## config.mk

```make
export PLATFORM = sky130hd
export DESIGN_NAME = pwm_sample_mixer_flat
export DESIGN_NICKNAME = d
export VERILOG_FILES = /design/src/rtl/pwm_sample_mixer_pkg.sv /design/src/rtl/pwm_sample_mixer_if.sv /design/src/rtl/pwm_sample_mixer_counter.sv /design/src/rtl/pwm_sample_mixer.sv /design/src/flat_wrapper.sv
export SDC_FILE = /design/constraint.sdc
export NUM_CORES = 1
export LEC_CHECK = 0
export BUFFER_PORTS_ARGS = -buffer_cell sky130_fd_sc_hd__buf_2
export CAP_MARGIN = 20
export CORE_ASPECT_RATIO = 1.1
export CORE_MARGIN = 1
export CORE_UTILIZATION = 55
export DETAILED_ROUTE_END_ITERATION = 16
export GPL_ROUTABILITY_DRIVEN = 1
export GPL_TIMING_DRIVEN = 0
export PLACE_DENSITY_LB_ADDON = 0.1
export SYNTH_ARGS = -nofsm -noshare
export SYNTH_HDL_FRONTEND = slang
export SYNTH_SLANG_ARGS = --single-unit
```

## constraint.sdc

```tcl
create_clock -name clk_in -period 6.2 [get_ports clk_in]
set_input_delay 0.93 -clock clk_in [delete_from_list [all_inputs] [get_ports clk_in]]
set_output_delay 0.93 -clock clk_in [all_outputs]
set_load 0.02 [all_outputs]
```

## src/rtl/pwm_sample_mixer_pkg.sv

```systemverilog
// Shared types and constants for the PWM sample mixer.
package mixer_pkg;

   typedef enum logic [1:0] {
      IDLE,
      ACCUM,
      SCALE,
      OUTPUT
   } mixer_state_t;

   localparam logic [7:0]  DC_MIDPOINT     = 8'd128;
   localparam int unsigned VOL_UNITY_SHIFT = 2;

endpackage

```

## src/rtl/pwm_sample_mixer_if.sv

```systemverilog
// Voice inputs and duty-cycle outputs of the mixer, bundled for port connection.
interface pwm_sample_mixer_if #(
   parameter int unsigned NUM_VOICES   = 4,
   parameter int unsigned SAMPLE_WIDTH = 8
);
   logic [NUM_VOICES*SAMPLE_WIDTH-1:0] voice_in;
   logic [NUM_VOICES-1:0]              voice_active_in;
   logic [3:0]                         vol_in;
   logic [7:0]                         dc_out;
   logic                               dc_valid_out;
   logic                               overrun_out;

   modport master (
      output voice_in, voice_active_in, vol_in,
      input  dc_out, dc_valid_out, overrun_out
   );

   modport slave (
      input  voice_in, voice_active_in, vol_in,
      output dc_out, dc_valid_out, overrun_out
   );
endinterface

```

## src/rtl/pwm_sample_mixer_counter.sv

```systemverilog
// Free-running modulo counter: counts 0..period_in-1 and wraps to 0.
module counter #(
   parameter int unsigned WIDTH = 9
) (
   input  logic             clk_in,
   input  logic             rst_in,
   input  logic [WIDTH-1:0] period_in,
   output logic [WIDTH-1:0] count_out
);
   logic [WIDTH-1:0] count_q, count_d;

   always_comb begin
      count_d = (count_q >= period_in - 1'b1) ? '0 : count_q + 1'b1;
   end

   always_ff @(posedge clk_in) begin
      if (rst_in) count_q <= '0;
      else        count_q <= count_d;
   end

   assign count_out = count_q;
endmodule

```

## src/rtl/pwm_sample_mixer.sv

```systemverilog
// Once per PWM period: snapshot voices, sum active ones, apply volume, emit offset-binary duty word.
// MIXER_SATURATE_EN: clamp the scaled sum to 8-bit signed instead of wrapping.
module pwm_sample_mixer
   import mixer_pkg::*;
#(
   parameter int unsigned NUM_VOICES    = 4,
   parameter int unsigned SAMPLE_WIDTH  = 8,
   parameter int unsigned SAMPLE_PERIOD = 392
) (
   input  logic                  clk_in,
   input  logic                  rst_in,
   pwm_sample_mixer_if.slave     bus
);
   localparam int unsigned IDX_W  = $clog2(NUM_VOICES);
   localparam int unsigned ACC_W  = SAMPLE_WIDTH + IDX_W;
   localparam int unsigned PROD_W = ACC_W + 5;
   localparam int unsigned SHIFT  = IDX_W + VOL_UNITY_SHIFT;
   localparam int unsigned CNT_W  = $clog2(SAMPLE_PERIOD + 1);

   logic [CNT_W-1:0] count;
   logic             tick;

   counter #(.WIDTH(CNT_W)) u_period (
      .clk_in   (clk_in),
      .rst_in   (rst_in),
      .period_in(CNT_W'(SAMPLE_PERIOD)),
      .count_out(count)
   );

   assign tick = (count == CNT_W'(SAMPLE_PERIOD - 1));

   mixer_state_t                       state_q, state_d;
   logic [NUM_VOICES*SAMPLE_WIDTH-1:0] voice_q, voice_d;
   logic [NUM_VOICES-1:0]              active_q, active_d;
   logic [3:0]                         vol_q, vol_d;
   logic signed [ACC_W-1:0]            acc_q, acc_d;
   logic [IDX_W-1:0]                   idx_q, idx_d;
   logic [7:0]                         res_q, res_d;
   logic                               overrun_q, overrun_d;

   logic [SAMPLE_WIDTH-1:0]  sel;
   logic signed [ACC_W-1:0]  addend;
   logic signed [PROD_W-1:0] prod;

   assign sel    = voice_q[idx_q*SAMPLE_WIDTH +: SAMPLE_WIDTH];
   assign addend = active_q[idx_q] ? {{IDX_W{sel[SAMPLE_WIDTH-1]}}, sel} : '0;
   assign prod   = PROD_W'(acc_q) * PROD_W'($signed({1'b0, vol_q}));

`ifdef MIXER_SATURATE_EN
   localparam logic signed [PROD_W-1:0] SAT_HI = 127;
   localparam logic signed [PROD_W-1:0] SAT_LO = -128;
   logic signed [PROD_W-1:0] scaled;
   logic [7:0]               res_scaled;

   assign scaled = prod >>> SHIFT;
   always_comb begin
      if      (scaled > SAT_HI) res_scaled = 8'h7F;
      else if (scaled < SAT_LO) res_scaled = 8'h80;
      else                      res_scaled = 8'(scaled);
   end
`else
   logic [7:0] res_scaled;

   assign res_scaled = 8'(prod >>> SHIFT);
`endif

   always_ff @(posedge clk_in) begin
      if (rst_in) state_q <= IDLE;
      else        state_q <= state_d;
   end

   always_comb begin
      state_d = state_q;
      case (state_q)
         IDLE:    if (tick) state_d = ACCUM;
         ACCUM:   if (idx_q == IDX_W'(NUM_VOICES - 1)) state_d = SCALE;
         SCALE:   state_d = OUTPUT;
         OUTPUT:  state_d = IDLE;
         default: state_d = IDLE;
      endcase
   end

   always_comb begin
      voice_d   = voice_q;
      active_d  = active_q;
      vol_d     = vol_q;
      acc_d     = acc_q;
      idx_d     = idx_q;
      res_d     = res_q;
      overrun_d = overrun_q;
      // A tick outside IDLE is dropped; only the sticky flag records it.
      if (tick && (state_q != IDLE)) overrun_d = 1'b1;
      case (state_q)
         IDLE: begin
            if (tick) begin
               voice_d  = bus.voice_in;
               active_d = bus.voice_active_in;
               vol_d    = bus.vol_in;
               acc_d    = '0;
               idx_d    = '0;
            end
         end
         ACCUM: begin
            acc_d = acc_q + addend;
            idx_d = idx_q + 1'b1;
         end
         SCALE:   res_d = res_scaled;
         default: ;
      endcase
   end

   always_ff @(posedge clk_in) begin
      if (rst_in) begin
         voice_q   <= '0;
         active_q  <= '0;
         vol_q     <= '0;
         acc_q     <= '0;
         idx_q     <= '0;
         res_q     <= '0;
         overrun_q <= 1'b0;
      end else begin
         voice_q   <= voice_d;
         active_q  <= active_d;
         vol_q     <= vol_d;
         acc_q     <= acc_d;
         idx_q     <= idx_d;
         res_q     <= res_d;
         overrun_q <= overrun_d;
      end
   end

   // res_q holds the signed result; flipping the sign bit adds the midpoint.
   always_comb begin
      bus.dc_out       = {~res_q[7], res_q[6:0]};
      bus.dc_valid_out = (state_q == OUTPUT);
      bus.overrun_out  = overrun_q;
   end

endmodule
```

## src/flat_wrapper.sv

```systemverilog
// flat-port wrapper written by rule: the top's interface ports become plain ports
module pwm_sample_mixer_flat import mixer_pkg::*;
#(
   parameter int unsigned NUM_VOICES    = 4,
   parameter int unsigned SAMPLE_WIDTH  = 8,
   parameter int unsigned SAMPLE_PERIOD = 392
)
  (clk_in, rst_in, bus_voice_in, bus_voice_active_in, bus_vol_in, bus_dc_out, bus_dc_valid_out, bus_overrun_out);
  pwm_sample_mixer_if #(.NUM_VOICES(NUM_VOICES), .SAMPLE_WIDTH(SAMPLE_WIDTH)) bus_i ();
  input  logic clk_in;
  input  logic rst_in;
  input wire logic [$bits(bus_i.voice_in)-1:0] bus_voice_in;
  input wire logic [$bits(bus_i.voice_active_in)-1:0] bus_voice_active_in;
  input wire logic [$bits(bus_i.vol_in)-1:0] bus_vol_in;
  output wire logic [$bits(bus_i.dc_out)-1:0] bus_dc_out;
  output wire logic [$bits(bus_i.dc_valid_out)-1:0] bus_dc_valid_out;
  output wire logic [$bits(bus_i.overrun_out)-1:0] bus_overrun_out;
  assign bus_i.voice_in = bus_voice_in;
  assign bus_i.voice_active_in = bus_voice_active_in;
  assign bus_i.vol_in = bus_vol_in;
  assign bus_dc_out = bus_i.dc_out;
  assign bus_dc_valid_out = bus_i.dc_valid_out;
  assign bus_overrun_out = bus_i.overrun_out;
  pwm_sample_mixer #(.NUM_VOICES(NUM_VOICES), .SAMPLE_WIDTH(SAMPLE_WIDTH), .SAMPLE_PERIOD(SAMPLE_PERIOD)) u_core (.clk_in(clk_in), .rst_in(rst_in), .bus(bus_i));
endmodule
```

# Yosys cells after proc, flatten, opt, wreduce, memory -nomap -nowiden
# Index checks and enable logic that the tools add are counted.
[op_classes]
n_addsub = 3
n_mul = 1
magnitude_cmp = 2
eq_ne = 7
n_shift = 1
mux = 10
bitwise_logic = 1
n_reduce_logical = 8
[ops]
columns = ["op", "count"]
rows = [
  ["$shiftx A32 B6 Y8", 1],
  ["$mux W10", 2],
  ["$pmux W10 S2", 1],
  ["$mul A10 B5 Y12", 1],
  ["$add A10 B10 Y10", 1],
  ["$add A9 B1 Y9 const B", 1],
  ["$eq A9 B9 Y1 const B", 1],
  ["$ge A9 B9 Y1 const B", 1],
  ["$pmux W2 S4", 1],
  ["$eq A2 B2 Y1 const B", 3],
  ["$mux W2", 3],
  ["$reduce_and A2 Y1", 3],
  ["$ne A2 B1 Y1 const B", 2],
  ["$pmux W2 S2", 1],
  ["$reduce_bool A2 Y1", 2],
  ["$lt A2 B3 Y1 const B", 1],
  ["$add A2 B1 Y2 const B", 1],
  ["$bmux W1 S2", 1],
  ["$eq A2 B1 Y1 const B", 1],
  ["$logic_not A2 Y1", 1],
  ["$reduce_or A2 Y1", 1],
  ["$logic_and A1 B1 Y1", 1],
  ["$mux W1", 1],
  ["$not A1 Y1", 1],
]
[word_totals]
ff_bits = 72
inputBits = 42
out_inout_bits = 10
elab_cells = 42

# Longest topological paths before layout
# Gate-level depths: netlist of run 1.
[depth]
ltp_word = 5
depth_mapped = 13
mapped_depth_nobuf = 12

# Hierarchy
# A second synthesis of run 1 with hierarchy kept.
[unflattened]
hier_cells = 578
hier_area_um2 = 4887.2
[by_module_without_submodules]
columns = ["mod", "n_inst", "cells_each", "area_per_inst_um2", "seq_area_each_um2"]
rows = [
  ["pwm_sample_mixer", 1, 498, 4147.7, 1261.2],
  ["counter", 1, 80, 739.5, 180.2],
]

# Worst setup path before layout of run 1
# Ideal clock, no wire load.
[synth_timing]
kind = "register to register"
from = "reg u_core.vol_q[2]"
to = "reg u_core.res_q[5]"
setup_time_ps = 117
t_arrival_ps = 3517
path_slack_ps = 2565
path_stages_with_launch = 14
path_buffers = 1
period_less_slack_ps = 3635
cell_sequence = "dfxtp_1 > clkbuf_1 > and2_1 > ha_1 > fa_1 > inv_1 > fa_1 > inv_1 > ha_1 > or2_2 > a41o_1 > o211a_1 > or3_1 > a32o_1"
[synth_via]
elab_chain_cells = 1
[synth_lines]
columns = ["item", "line_no", "source"]
rows = [
  ["from (decl)", "pwm_sample_mixer.sv:35", "logic [3:0] vol_q, vol_d;"],
  ["from (signal assigned)", "pwm_sample_mixer.sv:124", "vol_q <= vol_d;"],
  ["$mul A10 B5 Y12", "pwm_sample_mixer.sv:47", "assign prod = PROD_W'(acc_q) * PROD_W'($signed({1'b0, vol_q}));"],
  ["to (signal assigned)", "pwm_sample_mixer.sv:127", "res_q <= res_d;"],
  ["to (decl)", "pwm_sample_mixer.sv:38", "logic [7:0] res_q, res_d;"],
]
# No other way between the ends.
# A chain may end at the register's enable or synchronous reset.

# Final worst setup path of run 1
# Ends and elaborated chain as after synthesis.

==> results of run 1 <==
-- cells in the final DEF, fill, tap and decap left out, types with 5 or more instances in the layout --
cell type | netlist | final
and2_1 | 34 | 34
inv_1 | 43 | 43
clkbuf_1 | 19 | 20
o21ai_0 | 9 | 9
nor2_1 | 30 | 30
buf_4 | 7 | 7
mux4_2 | 8 | 8
clkbuf_8 | 0 | 11
a21oi_1 | 55 | 55
xor2_1 | 10 | 10
nand2_1 | 104 | 104
buf_2 | 1 | 52
o211ai_1 | 6 | 6
fa_1 | 16 | 16
nand3b_1 | 5 | 5
ha_1 | 35 | 35
nand3_1 | 7 | 7
dfxtp_1 | 72 | 72
xnor2_1 | 7 | 7
-- path summary, 6_finish.rpt --
path	startpoint	to	slack [ns]	cells past startpoint
setup / recovery	u_core.vol_q[2]$_SDFFE_PP0P_	u_core.res_q[5]$_SDFFE_PP0P_	2.29	13
hold / removal	u_core.voice_q[26]$_SDFFE_PP0P_	u_core.voice_q[26]$_SDFFE_PP0P_	0.45	2
setup reg to reg	u_core.vol_q[2]$_SDFFE_PP0P_	u_core.res_q[5]$_SDFFE_PP0P_	2.29	13
hold reg to reg	u_core.voice_q[26]$_SDFFE_PP0P_	u_core.voice_q[26]$_SDFFE_PP0P_	0.45	2
-- power groups by stage --
stage | clock, W | sequential (W) | combinational [W]
4_1_cts | 0.000439 | 0.000469 | 0.0000490
2_1_floorplan | 0 | 0.000479 | 0.0000273
5_1_grt | 0.000462 | 0.000469 | 0.0000551
3_5_place_dp | 0 | 0.000479 | 0.0000488
6_report | 0.000431 | 0.000469 | 0.0000485
3_3_place_gp | 0 | 0.000479 | 0.0000477
-- critical path, delay by kind of cell (launching register included) --
| kind | cells | cell delay, ns |
|---|---|---|
| adder cells (fa/ha/maj) | 4 | 1.66 |
| AO/OA/AOI/OAI | 3 | 0.74 |
| AND/OR/NAND/NOR | 3 | 0.67 |
| buffers and inverters | 3 | 0.39 |
| flip-flops | 1 | 0.35 |
-- through the flow --
stage               std cells  instance area [um^2]   util  total power [W]
floorplan                 537                  4520      -         0.000506
global placement          696                  4910  0.617         0.000527
detailed placement        696                  4910  0.617         0.000528
CTS                       712                  5140  0.646         0.000957
global route              712                  5140  0.646         0.000986
finish                    712                  5140  0.646         0.000949
-- registers in the layout (all words and copies together), names as in the netlist --
signal                     count
u_core.acc_q                  10
u_core.active_q                4
u_core.bus.overrun_out         1
u_core.idx_q                   2
u_core.res_q                   8
u_core.state_q                 2
u_core.u_period.count_out      9
u_core.voice_q                32
u_core.vol_q                   4
-- routing by layer --
metal  global-route usage  routed length, um  share of wire
met5                    0                  0              0
met4               0.0968                273          0.027
met3               0.0552                367          0.037
met2                0.427               5030           0.51
met1                0.321               4260           0.43
-- logic make-up after synthesis --
group	count (synthesis)
and+or+nand+nor	206
AOI/OAI and AO/OA	106
buffers and inverters	72
DFF	72
adders and majority gates	51
xor gates and xnor gates	18
muxes	12
-- cell type report --
cell class / count / share of cell area
buffer: 29 / 0.0265
clock buffer: 12 / 0.0302
clock inverter: 4 / 0.0148
inverter: 43 / 0.0314
multi-input combinational: 393 / 0.541
sequential: 72 / 0.280
tap: 108 / 0.0263
timing repair buffer: 51 / 0.0496
==> reports/results.ini, run 1 <==
[cts]
cts_tree=built
cts.repair.resized=0
cts-htree-levels=3
cts_num_sinks=72
cts_hold_buf=0
cts_buffers=9
clock_path_buffers=2
clock_latency_ns=0.35
postCtsSetupRepairBufs=0
cts.clk_slew.worst_paths_ns=0.09
clockRootBuffer=clkbuf_8

[sta]
clock_skew_ns=0.0150
hold_slack_ns=0.455
tightest_slew_ns=0.706
post-route-period-util=0.631
layout_setup_ws_ns=2.29
rsz0062_at_grt=false
period_minus_slack_ns=3.91
setup_tns_ns=0
slew_violations=0
hold_viol=0
relSlewSlack=0.529
setup_viol=0
max_freq_ghz=0.256

[floorplan]
core_um2=7960
die_h_um=97.1
dieArea_um2=8580
placementRows=34
fp.dieW_um=88.4
start_util=0.568
ios=52

[logic_synthesis]
yosysWarnings=0
synth_compound_area_frac=0.146
synth.largest_area_cell=dfxtp_1
synth_top_area_frac=0.319
ys_seq_area_frac=0.319
synthAdderAreaFrac=0.168
synth_top_family_by_area=simple AND/OR/NAND/NOR gates
synth_area_um2=4520
yosysMostFrequentCell=nand2_1
synthArstFlopShare=0
synthCells=537
synthMuxAreaShare=0.0487
synth_area_leaders=dfxtp_1 32%, ha_1 9.7%, nand2_1 8.6%
syn-num-nets=630
ys_ff_latch=72
synth-main-ff-cell=dfxtp_1
syn_avg_cell_area_um2=8.42
synth_edf_count=0
synthSimpleGateAreaFrac=0.215
yosys-top-cells-count=104 x nand2_1, 72 x dfxtp_1, 55 x a21oi_1
synth_cell_types=53
synthXorXnorAreaFrac=0.0379

[final_layout]
n_fill_cell=710
syn2layout_area_growth_pct=13.8
antennaDiodeCount=0
layout-drive-gt1-share=0.142
multi_input_area_um2=2780
final-seq-area_um2=1440
final_nets=692

[grt]
grt_usage=0.257
antenna_found_initial=0
first_global_vias=3690
grt_pass1_wl_um=17000
grt_overflow=0
grt_max_degree=13

[routing]
wl_per_cell_um=13.9
ant_nets=0
num_vias=3825
post-route-drc-count=0
wl_um=9930
drt-initial-drc-count=182
dr.pass1.iters=5
vias_per_cell=5.37

[power_and_ir_drop]
p_switching_w=0.000214
powerDensity_nw_per_um2=185
power_frac_seq=0.494
intPower_w=0.000734
peakVddDrop_uv=138
power_frac_comb=0.051
sw_frac_of_total=0.226
p_clk_frac=0.455
p_leak_nw=2.23

[placed_design]
port_buffers=51
gp_congestion=0.897
pre_cts_ws_ns=2.28
hpwl_um=7730

[run]
cap_violations=0

[worst_setup_path]
start_kind=flop
arrival_ns=4.17
critPathMaxFanout=10
critPathMaxStageDelay_ns=0.54
worstPathRequired_ns=6.45
crit_slowest_cell=fa_1
end_kind=flop
crit_chain=clkbuf_1 > and2_1 > ha_1 > fa_1 > inv_1 > fa_1 > inv_1 > ha_1 > a21oi_1 > nand2_1 > o211a_1 > or3_1 > a32o_1
worst-setup-path-type=reg2reg

[outcome]
status=completed

[min_path]
hp-class=reg2reg

No activity file was read; power rests on OpenSTA's default activity.
==> run 2: changes to the inputs <==
==> constraint.sdc (replaced) <==
create_clock -name clk_in -period 3.8 [get_ports clk_in]
set_input_delay 0.57 -clock clk_in [delete_from_list [all_inputs] [get_ports clk_in]]
set_output_delay 0.57 -clock clk_in [all_outputs]
set_load 0.02 [all_outputs]
==> reports/results.ini, run 2 (same netlist as run 1, synthesis figures left out) <==
[outcome]
status=completed  ; unchanged

[grt]
grt_usage=0.257  ; unchanged
grt_overflow=0  ; unchanged
grt_max_degree=13  ; unchanged
grt_pass1_wl_um=17000  ; unchanged
first_global_vias=3686  ; was 3,690
antenna_found_initial=0  ; unchanged

[cts]
clock_latency_ns=0.36  ; was 0.35 ns
cts_tree=built  ; unchanged
cts_num_sinks=72  ; unchanged
clockRootBuffer=clkbuf_8  ; unchanged
cts_buffers=9  ; unchanged
cts_hold_buf=0  ; unchanged
cts-htree-levels=3  ; unchanged
postCtsSetupRepairBufs=0  ; unchanged
cts.clk_slew.worst_paths_ns=0.09  ; about the same
clock_path_buffers=2  ; unchanged

[floorplan]
ios=52  ; unchanged
core_um2=7960  ; unchanged
placementRows=34  ; unchanged
start_util=0.568  ; unchanged
die_h_um=97.1  ; unchanged
fp.dieW_um=88.4  ; unchanged
dieArea_um2=8580  ; unchanged

[final_layout]
finalNonFillerCells=711  ; was 712
final_nets=691  ; was 692
layout_commonest_cell=nand2_1  ; unchanged
n_fill_cell=711  ; was 710
largest_register_ffs=32  ; unchanged
fin_area_um2=5150  ; was 5140 um^2
final_cell_mix=104 x nand2_1, 67 x dfxtp_1, 54 x a21oi_1  ; was 104 x nand2_1, 72 x dfxtp_1, 55 x a21oi_1
multi_input_area_um2=2780  ; about the same
syn2layout_area_growth_pct=14.0  ; was 13.8%
top_register=u_core.voice_q  ; unchanged
final-seq-area_um2=1450  ; was 1440 um^2
layout-drive-gt1-share=0.153  ; was 0.142
utilization=0.647  ; was 0.646
antennaDiodeCount=0  ; unchanged

[routing]
wl_um=9950  ; was 9930 um
vias_per_cell=5.38  ; was 5.37
dr.pass1.iters=5  ; unchanged
wl_per_cell_um=14.0  ; was 13.9 um
drt-initial-drc-count=184  ; was 182
post-route-drc-count=0  ; unchanged
num_vias=3825  ; unchanged
ant_nets=0  ; unchanged

[power_and_ir_drop]
peakVddDrop_uv=226  ; was 138 uV
powerDensity_nw_per_um2=301  ; was 185 nW/um^2
p_leak_nw=2.24  ; was 2.23 nW

[sta]
clock_skew_ns=0.0154  ; was 0.0150 ns
period_minus_slack_ns=3.66  ; was 3.91 ns
tightest_slew_ns=0.703  ; was 0.706 ns
slew_violations=0  ; unchanged
max_freq_ghz=0.273  ; was 0.256 GHz
setup_viol=0  ; unchanged
relSlewSlack=0.531  ; was 0.529
setup_tns_ns=0  ; unchanged
rsz0062_at_grt=false  ; unchanged
hold_viol=0  ; unchanged
post-route-period-util=0.964  ; was 0.631

[worst_setup_path]
critPathMaxFanout=10  ; unchanged
r2r_slack_ns=0.14  ; was 2.29 ns
r2r_start=u_core.vol_q[3]$_SDFFE_PP0P_  ; was u_core.vol_q[2]$_SDFFE_PP0P_
start_kind=flop  ; unchanged
arrival_ns=3.92  ; was 4.17 ns
worstPathRequired_ns=4.06  ; was 6.45 ns
worst-setup-path-type=reg2reg  ; unchanged
end_kind=flop  ; unchanged
cp-startpoint=u_core.vol_q[3]$_SDFFE_PP0P_  ; was u_core.vol_q[2]$_SDFFE_PP0P_

[placed_design]
dp.cells=696  ; unchanged
port_buffers=51  ; unchanged
gp_congestion=0.897  ; unchanged
hpwl_um=7730  ; unchanged
place_area_um2=4910  ; unchanged

[min_path]
hp-class=in2reg  ; was reg2reg
min-delay-start=bus_vol_in[3]  ; was u_core.voice_q[26]$_SDFFE_PP0P_

[run]
cap_violations=0  ; unchanged

run 2: cell count changes in the layout (fill, tap and decap cells not counted):
cell / previous run / this run
dfxtp_4: 0 / 1
dfxtp_2: 0 / 4
a21oi_1: 55 / 54
dfxtp_1: 72 / 67
a21oi_2: 0 / 1
clkbuf_1: 20 / 19
run 2: area by class of cell:
class	count	share of cell area
Buffer	28	0.0258
Timing Repair Buffer	51	0.0496
Clock buffer	12	0.0301
Clock inverter	4	0.0148
Sequential cell	72	0.282
Tap cell	108	0.0262
Multi-Input combinational cell	393	0.541
Inverter	43	0.0313
run 2: worst paths after layout:
| path | endpoint | cells after the start |
|---|---|---|
| max | u_core.res_q[5]$_SDFFE_PP0P_ | 12 |
| min | u_core.vol_q[3]$_SDFFE_PP0P_ | 3 |
| max reg2reg | u_core.res_q[5]$_SDFFE_PP0P_ | 12 |
| min reg2reg | u_core.voice_q[26]$_SDFFE_PP0P_ | 2 |
run 2: report_power, final:
part | switching (W) | leakage [nW] | internal, W
clock | 0.000299 | 0.113 | 0.000407
combinational | 0.0000478 | 1.54 | 0.0000315
sequential | 0.00000526 | 0.583 | 0.000759
run 2: critical path, cell delays in order (launching register included):
cell and delay [ns]:
dfxtp_2 0.37, and2_1 0.17, ha_1 0.29, fa_1 0.54, inv_1 0.05, fa_1 0.52, inv_1 0.04, ha_1 0.21
or2_2 0.30, a41o_1 0.26, o211a_1 0.25, or3_1 0.31, a32o_1 0.25
run 2: stage by stage:
stage	power [W]	hold WS (ns)	setup WS [ns]
finish	0.00155	0.446	0.136
global route	0.00161	0.450	0.00518
CTS	0.00156	0.439	0.0250
detailed placement	0.000862	0.447	-0.118
global placement	0.000860	0.429	-0.0689
floorplan	0.000826	0.418	0.165
run 2: repair_timing:
item / in CTS / in global routing
gates cloned: 0 / 0
gates resized for setup: 0 / 7
endpoints found under the setup margin: 1 / 2
pin swaps: 0 / 0
run 2: routing by layer:
metal | track usage | part of all wire | routed length (um) | vias up
met1 | 0.321 | 0.43 | 4250 | 1790
met3 | 0.0552 | 0.043 | 429 | 17
li1 | - | - | - | 1930
met2 | 0.427 | 0.50 | 5030 | 88
met4 | 0.0968 | 0.025 | 252 | 0
met5 | 0 | 0 | 0 | -
==> run 3: changes to the inputs <==
--- a/config.mk
+++ b/config.mk
@@ -5,6 +5,7 @@
 export SDC_FILE = /design/constraint.sdc
 export NUM_CORES = 1
 export LEC_CHECK = 0
+export ABC_AREA = 1
 export BUFFER_PORTS_ARGS = -buffer_cell sky130_fd_sc_hd__buf_2
 export CAP_MARGIN = 20
 export CORE_ASPECT_RATIO = 1.1
==> constraint.sdc (replaced) <==
create_clock -name clk_in -period 4.2 [get_ports clk_in]
set_input_delay 0.84 -clock clk_in [delete_from_list [all_inputs] [get_ports clk_in]]
set_output_delay 0.84 -clock clk_in [all_outputs]
set_load 0.02 [all_outputs]
==> reports/results.ini, run 3 <==
[final_layout]
final_cell_mix=158 x nand2_1, 147 x inv_1, 82 x a21oi_1  ; was 104 x nand2_1, 67 x dfxtp_1, 54 x a21oi_1
final_nets=879  ; was 691
largest_register_ffs=32  ; unchanged
layout-drive-gt1-share=0.132  ; was 0.153
fin_area_um2=5460  ; was 5150 um^2
antennaDiodeCount=0  ; unchanged
utilization=0.642  ; was 0.647
layout_commonest_cell=nand2_1  ; unchanged
syn2layout_area_growth_pct=12.1  ; was 14.0%
top_register=u_core.voice_q  ; unchanged

[logic_synthesis]
synth_top_area_frac=0.296  ; was 0.319
synth-main-ff-cell=dfxtp_1  ; unchanged
yosysWarnings=0  ; unchanged
ys_ff_latch=72  ; unchanged
ys_seq_area_frac=0.296  ; was 0.319
synth_cell_types=34  ; was 53
yosysMostFrequentCell=nand2_1  ; unchanged
synthArstFlopShare=0  ; unchanged
synthAdderAreaFrac=0.156  ; was 0.168
synth_top_family_by_area=simple AND/OR/NAND/NOR gates  ; unchanged
syn-num-nets=817  ; was 630
synth_area_um2=4870  ; was 4520 um^2
synth_area_leaders=dfxtp_1 30%, nand2_1 12%, inv_1 11%  ; was dfxtp_1 32%, ha_1 9.7%, nand2_1 8.6%
syn_avg_cell_area_um2=6.73  ; was 8.42 um^2
synth_compound_area_frac=0.166  ; was 0.146
yosys-top-cells-count=158 x nand2_1, 147 x inv_1, 82 x a21oi_1  ; was 104 x nand2_1, 72 x dfxtp_1, 55 x a21oi_1
synthMuxAreaShare=0  ; was 0.0487
synth.largest_area_cell=dfxtp_1  ; unchanged
synthXorXnorAreaFrac=0.0198  ; was 0.0379
synth_edf_count=0  ; unchanged
synthCells=724  ; was 537
synthSimpleGateAreaFrac=0.210  ; was 0.215

[worst_setup_path]
worst_path_most_repeated_cell=inv_1
end_kind=flop  ; unchanged
critPathMaxFanout=10  ; unchanged
r2r_start=u_core.vol_q[2]$_SDFFE_PP0P_  ; was u_core.vol_q[3]$_SDFFE_PP0P_
critPathMaxStageDelay_ns=0.56  ; was 0.54 ns
cp-endpoint=u_core.res_q[3]$_SDFFE_PP0P_  ; was u_core.res_q[5]$_SDFFE_PP0P_
r2r_slack_ns=0.84  ; was 0.14 ns
crit_slowest_cell=fa_1  ; unchanged
arrival_ns=3.60  ; was 3.92 ns
worstPathRequired_ns=4.44  ; was 4.06 ns
worst-setup-path-type=reg2reg  ; unchanged
cp-startpoint=u_core.vol_q[2]$_SDFFE_PP0P_  ; was u_core.vol_q[3]$_SDFFE_PP0P_
start_kind=flop  ; unchanged
cp.buffers_inverters=6  ; was 2
cp.depth=17  ; was 12
r2r_cells=17  ; was 12
cpLargestDelayFamily=adder cells  ; unchanged
reg2reg_to=u_core.res_q[3]$_SDFFE_PP0P_  ; was u_core.res_q[5]$_SDFFE_PP0P_
crit_chain=buf_2 > nand2_1 > inv_1 > ha_1 > fa_1 > inv_1 > fa_1 > inv_1 > ha_1 > nand2_1 > inv_1 > nand2_1 > nand2_1 > a21oi_1 > xnor2_1 > o21ai_0 > inv_1  ; was and2_1 > ha_1 > fa_1 > inv_1 > fa_1 > inv_1 > ha_1 > or2_2 > a41o_1 > o211a_1 > or3_1 > a32o_1

[floorplan]
dieArea_um2=9230  ; was 8580 um^2
core_um2=8500  ; was 7960 um^2
placementRows=35  ; was 34
ios=52  ; unchanged
die_h_um=101  ; was 97.1 um
start_util=0.573  ; was 0.568
fp.dieW_um=91.7  ; was 88.4 um

[routing]
wl_per_cell_um=12.2  ; was 14.0 um
vias_per_cell=5.05  ; was 5.38
wl_met1_um=4810  ; was 4250 um
post-route-drc-count=0  ; unchanged
drt-initial-drc-count=188  ; was 184
top_layer=met4  ; unchanged
dr.pass1.iters=5  ; unchanged
num_vias=4548  ; was 3,825
met2_length_um=5380  ; was 5030 um
route.met3.wl_um=499  ; was 429 um
ant_nets=0  ; unchanged
wl_um=10900  ; was 9950 um

[sta]
setup_viol=0  ; unchanged
layout_setup_ws_ns=0.842  ; was 0.136 ns
period_minus_slack_ns=3.36  ; was 3.66 ns
setup_tns_ns=0  ; unchanged
hold_viol=0  ; unchanged
tightest_slew_ns=0.581  ; was 0.703 ns
rsz0062_at_grt=false  ; unchanged
slew_violations=0  ; unchanged
post-route-period-util=0.800  ; was 0.964
max_freq_ghz=0.298  ; was 0.273 GHz
clock_skew_ns=0.0142  ; was 0.0154 ns
relSlewSlack=0.613  ; was 0.531

[run]
cap_violations=0  ; unchanged

[cts]
cts_hold_buf=0  ; unchanged
cts.repair.resized=0  ; unchanged
clockRootBuffer=clkbuf_8  ; unchanged
cts-htree-levels=3  ; unchanged
cts.clk_slew.worst_paths_ns=0.08  ; was 0.09 ns
postCtsSetupRepairBufs=0  ; unchanged
cts_tree=built  ; unchanged
cts_buffers=9  ; unchanged
clock_path_buffers=2  ; unchanged
clock_latency_ns=0.36  ; about the same
cts_num_sinks=72  ; unchanged

[placed_design]
hpwl_um=8590  ; was 7730 um
pre_cts_ws_ns=0.872  ; was -0.118 ns
gp_congestion=0.891  ; was 0.897
port_buffers=51  ; unchanged
place_area_um2=5260  ; was 4910 um^2

[outcome]
status=completed  ; unchanged

[min_path]
hp-class=reg2reg  ; was in2reg
min_path_cells=2  ; was 3

[grt]
grt_overflow=0  ; unchanged
antenna_found_initial=0  ; unchanged
grt_max_degree=14  ; was 13
grt_pass1_wl_um=18200  ; was 17,000 um
first_global_vias=4145  ; was 3,686
grt_usage=0.248  ; was 0.257

[power_and_ir_drop]
peakVddDrop_uv=196  ; was 226 uV
p_leak_nw=2.84  ; was 2.24 nW
powerDensity_nw_per_um2=234  ; was 301 nW/um^2

-- run 3: cell count changes after synthesis, moves of 18 or more --
cell	delta
a21oi_1	+27
and2_1	-34
inv_1	+104
nand2_1	+54
nand3_1	+18
nor2_1	+18
o21ai_0	+46
-- run 3: metal layers --
metal	vias up	global-route usage
met5	-	0
li1	2358	-
met2	117	0.440
met4	0	0.0901
met1	2050	0.308
met3	23	0.0347
-- run 3: report_power, final --
part	switching, W	total (W)	leakage (nW)	internal (W)
sequential	0.00000149	0.000686	0.580	0.000684
combinational	0.0000239	0.0000443	2.16	0.0000203
clock	0.000274	0.000549	0.0996	0.000275
total	0.000299	0.00128	2.84	0.000980
-- run 3: cells by family (layout without fill, tap and decap cells) --
kind of cell    after synthesis  in the layout
compound gates              157            157
flops                        72             72
simple gates                249            249
xor+xnor                     11             11
buf+inv                     184            250
fa+ha+maj                    51             51
-- run 3: through the flow --
step / hold slack, ns / total power [W] / std cells
after floorplan: 0.418 / 0.000721 / 724
after global placement: 0.430 / 0.000745 / 886
after detailed placement: 0.433 / 0.000746 / 886
after CTS: 0.445 / 0.00129 / 901
after global routing: 0.468 / 0.00133 / 901
final: 0.444 / 0.00128 / 901
-- run 3: cell type report --
cell class,count,area [um^2]
clock inverters,6,70.1
plain buffers,30,163
repair buffers,51,255
multi-input cells,468,2690
inverters,154,578
fillers,826,3040
clock buffers,9,124
well taps,111,139
flip-flops and latches,72,1440
-- run 3: how the worst min path moves through the flow --
| stage | startpoint | end | slack (ns) |
|---|---|---|---|
| 6_report | u_core.voice_q[2]$_SDFFE_PP0P_ | u_core.voice_q[2]$_SDFFE_PP0P_ | 0.44 |
| 3_5_place_dp | u_core.voice_q[2]$_SDFFE_PP0P_ | u_core.voice_q[2]$_SDFFE_PP0P_ | 0.43 |
| 3_3_place_gp | u_core.u_period.count_out[0]$_SDFF_PP0_ | u_core.u_period.count_out[0]$_SDFF_PP0_ | 0.43 |
| 5_1_grt | u_core.voice_q[28]$_SDFFE_PP0P_ | u_core.voice_q[28]$_SDFFE_PP0P_ | 0.47 |
| 2_1_floorplan | u_core.u_period.count_out[0]$_SDFF_PP0_ | u_core.u_period.count_out[0]$_SDFF_PP0_ | 0.42 |
| 4_1_cts | u_core.voice_q[2]$_SDFFE_PP0P_ | u_core.voice_q[2]$_SDFFE_PP0P_ | 0.45 |
-- run 3: worst register-to-register path, stage by stage (launching register included) --
cell and delay (ns):
dfxtp_1 0.33, buf_2 0.22, nand2_1 0.07, inv_1 0.06, ha_1 0.25, fa_1 0.56, inv_1 0.06, fa_1 0.54
inv_1 0.05, ha_1 0.35, nand2_1 0.14, inv_1 0.06, nand2_1 0.06, nand2_1 0.06, a21oi_1 0.15, xnor2_1 0.09
o21ai_0 0.15, inv_1 0.06
